<file path="config.mk">
export PLATFORM = sky130hd
export DESIGN_NAME = alu_cmd_issuer
export DESIGN_NICKNAME = d
export VERILOG_FILES = /design/src/rtl/alu_cmd_issuer.sv
export SDC_FILE = /design/constraint.sdc
export NUM_CORES = 1
export LEC_CHECK = 0
export ABC_AREA = 1
export CAP_MARGIN = 20
export CORE_AREA = 2 2 159 177
export DETAILED_ROUTE_END_ITERATION = 6
export DIE_AREA = 0 0 161 179
export PLACE_DENSITY = 0.72
export SKIP_LAST_GASP = 1
export SYNTH_ARGS = -nofsm -noshare
export SYNTH_HDL_FRONTEND = slang
export SYNTH_SLANG_ARGS = --single-unit
</file>
<file path="constraint.sdc">
create_clock -name clk -period 4.3 [get_ports clk]
set_input_delay 1.29 -clock clk [delete_from_list [all_inputs] [get_ports clk]]
set_output_delay 1.29 -clock clk [all_outputs]
set_load 0.005 [all_outputs]
</file>
<file path="src/rtl/alu_cmd_issuer.sv">
// Issues decoded commands to a combinational 32-bit ALU through a one-entry stage register and
// returns the results, in order, from a response FIFO.
module alu_cmd_issuer #(
  parameter int unsigned DEPTH = 4,
  parameter int unsigned TAG_W = 4
) (
  input  logic             clk,
  input  logic             reset,
  input  logic             cmd_valid,
  output logic             cmd_ready,
  input  logic [3:0]       cmd_fn,
  input  logic [31:0]      cmd_a,
  input  logic [31:0]      cmd_b,
  input  logic [TAG_W-1:0] cmd_tag,
  output logic [31:0]      alu_a,
  output logic [31:0]      alu_b,
  output logic [3:0]       alu_opcode,
  input  logic [31:0]      alu_result,
  input  logic             alu_zero,
  output logic             rsp_valid,
  input  logic             rsp_ready,
  output logic [31:0]      rsp_result,
  output logic             rsp_zero,
  output logic             rsp_err,
  output logic [TAG_W-1:0] rsp_tag,
  output logic             busy
);

  localparam int unsigned PtrW = (DEPTH > 1) ? $clog2(DEPTH) : 1;
  localparam int unsigned CntW = $clog2(DEPTH + 1);
  localparam logic [CntW:0] DepthC = (CntW + 1)'(DEPTH);
  localparam logic [PtrW-1:0] LastPtr = PtrW'(DEPTH - 1);

  // Decode
  logic [3:0] dec_op;
  logic       dec_err;
  logic       dec_cmpeq;

  always_comb begin
    dec_op    = 4'b0000;
    dec_err   = 1'b0;
    dec_cmpeq = 1'b0;
    case (cmd_fn)
      4'd0: dec_op = 4'b0000;
      4'd1: dec_op = 4'b0001;
      4'd2: dec_op = 4'b0100;
      4'd3: dec_op = 4'b0101;
      4'd4: dec_op = 4'b0110;
      4'd5: dec_op = 4'b0111;
      4'd6: dec_op = 4'b0010;
      4'd7: begin
        dec_op    = 4'b0001;
        dec_cmpeq = 1'b1;
      end
      default: dec_err = 1'b1;
    endcase
  end

  // Stage register
  logic             stage_valid_q;
  logic [31:0]      stage_a_q;
  logic [31:0]      stage_b_q;
  logic [3:0]       stage_op_q;
  logic             stage_err_q;
  logic             stage_cmpeq_q;
  logic [TAG_W-1:0] stage_tag_q;
  logic             accept;

  logic [CntW-1:0]  count_q;
  logic [PtrW-1:0]  wr_ptr_q;
  logic [PtrW-1:0]  rd_ptr_q;
  logic [CntW:0]    occupancy;

  // Counting the stage entry guarantees a FIFO slot for it, so the stage never stalls.
  assign occupancy = {1'b0, count_q} + {{CntW{1'b0}}, stage_valid_q};
  assign cmd_ready = occupancy < DepthC;
  assign accept    = cmd_valid & cmd_ready;

  always_ff @(posedge clk or posedge reset) begin
    if (reset) begin
      stage_valid_q <= 1'b0;
      stage_a_q     <= '0;
      stage_b_q     <= '0;
      stage_op_q    <= '0;
      stage_err_q   <= 1'b0;
      stage_cmpeq_q <= 1'b0;
      stage_tag_q   <= '0;
    end else begin
      stage_valid_q <= accept;
      if (accept) begin
        stage_a_q     <= cmd_a;
        stage_b_q     <= cmd_b;
        stage_op_q    <= dec_op;
        stage_err_q   <= dec_err;
        stage_cmpeq_q <= dec_cmpeq;
        stage_tag_q   <= cmd_tag;
      end
    end
  end

  logic drive_alu;
  assign drive_alu  = stage_valid_q & ~stage_err_q;
  assign alu_a      = drive_alu ? stage_a_q : 32'h0;
  assign alu_b      = drive_alu ? stage_b_q : 32'h0;
  assign alu_opcode = drive_alu ? stage_op_q : 4'b0000;

  // Response FIFO
  logic        push;
  logic        pop;
  logic [31:0] push_result;
  logic        push_zero;

  assign push = stage_valid_q;
  assign pop  = rsp_valid & rsp_ready;

  always_comb begin
    push_result = alu_result;
    push_zero   = alu_zero;
    if (stage_err_q) begin
      push_result = 32'h0;
      push_zero   = 1'b1;
    end else if (stage_cmpeq_q) begin
      push_result = {31'b0, alu_zero};
    end
  end

  logic [31:0]      res_mem  [DEPTH];
  logic             zero_mem [DEPTH];
  logic             err_mem  [DEPTH];
  logic [TAG_W-1:0] tag_mem  [DEPTH];

  always_ff @(posedge clk) begin
    if (push) begin
      res_mem[wr_ptr_q]  <= push_result;
      zero_mem[wr_ptr_q] <= push_zero;
      err_mem[wr_ptr_q]  <= stage_err_q;
      tag_mem[wr_ptr_q]  <= stage_tag_q;
    end
  end

  always_ff @(posedge clk or posedge reset) begin
    if (reset) begin
      count_q  <= '0;
      wr_ptr_q <= '0;
      rd_ptr_q <= '0;
    end else begin
      if (push) wr_ptr_q <= (wr_ptr_q == LastPtr) ? '0 : wr_ptr_q + PtrW'(1);
      if (pop)  rd_ptr_q <= (rd_ptr_q == LastPtr) ? '0 : rd_ptr_q + PtrW'(1);
      if (push && !pop)      count_q <= count_q + CntW'(1);
      else if (!push && pop) count_q <= count_q - CntW'(1);
    end
  end

  assign rsp_valid  = count_q != '0;
  assign rsp_result = rsp_valid ? res_mem[rd_ptr_q] : 32'h0;
  assign rsp_zero   = rsp_valid ? zero_mem[rd_ptr_q] : 1'b0;
  assign rsp_err    = rsp_valid ? err_mem[rd_ptr_q] : 1'b0;
  assign rsp_tag    = rsp_valid ? tag_mem[rd_ptr_q] : '0;
  assign busy       = stage_valid_q | rsp_valid;

endmodule

</file>
==> qor.csv <==
metric;value;unit
Core ar.;27230;sq um
Post-CTS Setup Inserts;0;
CTS buffer count;25;
worst vdd ir;290.3;uV
number of global-route vias before repair;7837;
Synth warnings;0;
initial antenna violation count;1;
skew final;12.37;ps
fin crit share;0.8680;
RSZ-0062 raised after global routing;false;
hpwl dp;15.49;mm
total power draw;8.994;mW
TritonCTS clock tree;done;
Worst path max stage delay;460;ps
largest net degree at the start of global routing;100;
outcome;finished, final reports clean;
Placement Rows;64;
crit path capture type;primary output;
final wirelength;24.81;mm
DIE HEIGHT;179;um
worst hold path class;reg -> reg;
setup TNS;0;ps
Max-slew headroom;0.3153;
Clock Path Buffers;3;
final antenna-violating net count;0;
root buffer cell;clkbuf_16;
Starting DRT DRC Count;348;
I/O pins;218;
leakage;6.473;nW
Seq/Total Area, Yosys;0.6172;
CP top delay family;buffers and inverters;
CP required;3010;ps
Max Clk Rate;0.2679;GHz
die area;28820;sq um
CTS clk-pin slew, worst paths;60;ps
setup violators final;0;
WP data arrival;2440;ps
PortBufs;216;
PwrDens;648.5;nW/um^2
endpoints failing hold;0;
H-Tree Depth;1;
post-synth top area share;0.4274;
post-synth net total;1311;
GRT Resource Usage Total;0.1718;
fillers;2499;
CTS resizes;0;
# diodes;0;
slowest CP cell;inv_2;
DR vias;7834;
first-pass GRT wire length;39.63;mm
FF/Latch Area;6593;sq um
max-cap violation count;0;
crit path kind;reg -> out;
Routed WL per cell;13.99;um
startpoint types;register;
Avg Inst Size Synth;8.937;sq um
number of buffers and inverters on the critical path;3;
Die W;161;um
Yosys reg bits;233;
Synth Instances;1195;
layout cell share with drive strength beyond 1;0.04468;
routability cong.;0.8076;
footprint of the multi-input gates;2571;sq um
worst-path cell chain;nor2_1 -> nand2_2 -> inv_2 -> buf_4 -> a21oi_1 -> clkdlybuf4s50_1;
Detailed Routing Iterations Pass 1;4;
Worst Tran Pin Value;1027;ps
Min Clock Period, post-route;3732;ps
post-synthesis cell type count;24;
worst-path maximum fanout;23;
Worst-Skew Late Latency;510;ps
Hold-fix buffers, CTS;0;
final slew viol count;0;
CTS Sinks;233;
starting density of the core;0.3923;
Synth area leader;edfxtp_1;
synth top area cells;edfxtp_1 43%, dfrtp_1 19%, inv_1 11%;
routed vias/inst;4.418;
# DRC;0;
remaining global-route overflow;0;
Area growth, synth to finish;29.86;%
Mapped Area;10680;sq um
NumNets Final;1507;
-- synthesized netlist by cell type --
| library cell | n |
|---|---|
| edfxtp_1 | 152 |
| ha_1 | 6 |
| buf_4 | 13 |
| o21ai_0 | 17 |
| dfrtp_1 | 81 |
| buf_2 | 24 |
| or2_2 | 1 |
| o21ai_1 | 60 |
| inv_1 | 306 |
| or2_0 | 1 |
| conb_1 | 1 |
| inv_2 | 3 |
| xnor2_1 | 1 |
| nor2_1 | 100 |
| nand3_1 | 81 |
| fa_1 | 1 |
| nand2_2 | 1 |
| buf_1 | 1 |
| buf_6 | 8 |
| nand2_1 | 280 |
| clkbuf_1 | 15 |
| nand3_2 | 1 |
| nand4_1 | 2 |
| a21oi_1 | 39 |
-- metal layers --
| layer | vias up | routed length [um] | track usage | part of all wire |
|---|---|---|---|---|
| li1 | 4000 | - | - | - |
| met1 | 3569 | 10410 | 0.2055 | 0.42 |
| met2 | 230 | 11920 | 0.3045 | 0.48 |
| met3 | 33 | 2021 | 0.05205 | 0.081 |
| met4 | 2 | 448 | 0.04167 | 0.018 |
| met5 | - | 13 | 0 | 0.00052 |
-- metrics by stage --
stage	util	instance area, sq um	std cells	setup slack [ps]	hold WS, ps
finish	0.5094	13870	1773	567.5	475.0
global route	0.5094	13870	1773	428.9	507.5
CTS	0.5094	13870	1773	547.7	478.6
detailed placement	0.4806	13080	1727	1111	463.7
global placement	0.4806	13080	1727	1135	460.9
floorplan	-	10680	1195	929.9	441.7
-- power by group --
| part | switching [mW] | total, mW | internal, mW | leakage [nW] |
|---|---|---|---|---|
| clock network | 0.844 | 2.06 | 1.21 | 0.380 |
| logic | 1.95 | 3.48 | 1.54 | 3.69 |
| registers | 0.287 | 3.45 | 3.17 | 2.40 |
| total | 3.08 | 8.99 | 5.92 | 6.47 |
-- flip-flops by register name, summed over array words and instances (netlist names), 3 cells and up --
name / flops
stage_tag_q: 4
count_q: 3
zero_mem: 4
stage_op_q: 3
err_mem: 4
stage_a_q: 32
stage_b_q: 32
res_mem: 128
tag_mem: 16
-- cell usage in the layout, fill, tap and decap left out, drive strengths merged, types with 6 or more instances in the layout --
cell           netlist  routed
clkdlybuf4s50        0     216
inv                309     309
nand3               82      82
buf                 46      14
nand2              281     281
clkbuf              15      35
clkinv               0       7
o21ai               77      77
dfrtp               81      81
ha                   6       6
a21oi               39      39
nor2               100     100
edfxtp             152     152
-- cell families after synthesis --
| kind of cell | share of synthesized area |
|---|---|
| and+or+nand+nor | 0.1754 |
| buffers and inverters | 0.1430 |
| DFF | 0.6172 |
| AOI/OAI and AO/OA | 0.05436 |
| adders and majority gates | 0.008903 |
| xor gates and xnor gates | 0.0008202 |
| other | 0.0003511 |
-- worst reg2reg max path, cell delays in order (launching register included) --
cell,delay [ps]
dfrtp_1,410
inv_1,120
ha_1,160
nand2_1,60
inv_2,710
-- final cells by class --
class / instances / area share
well taps: 363 / 0.03275
clock inverters: 11 / 0.008119
inverters: 309 / 0.08372
repair buffers: 230 / 0.1662
flip-flops and latches: 233 / 0.4753
clock buffers: 35 / 0.04853
multi-input cells: 592 / 0.1854
-- worst paths after layout --
path | from | endpoint | slack [ps] | depth (start not counted)
max | count_q[1]$_DFFE_PP0P_ | rsp_tag[0] | 570 | 6
min | count_q[2]$_DFFE_PP0P_ | count_q[2]$_DFFE_PP0P_ | 480 | 2
max reg2reg | wr_ptr_q[0]$_DFFE_PP0P_ | tag_mem[2][1]$_DFFE_PP_ | 2390 | 4
min reg2reg | count_q[2]$_DFFE_PP0P_ | count_q[2]$_DFFE_PP0P_ | 480 | 2
max in group asynchronous | reset | stage_a_q[23]$_DFFE_PP0P_ | 2400 | 3
min in group asynchronous | reset | stage_a_q[28]$_DFFE_PP0P_ | 1220 | 2
Note: power is estimated with default switching activity, not from simulation.
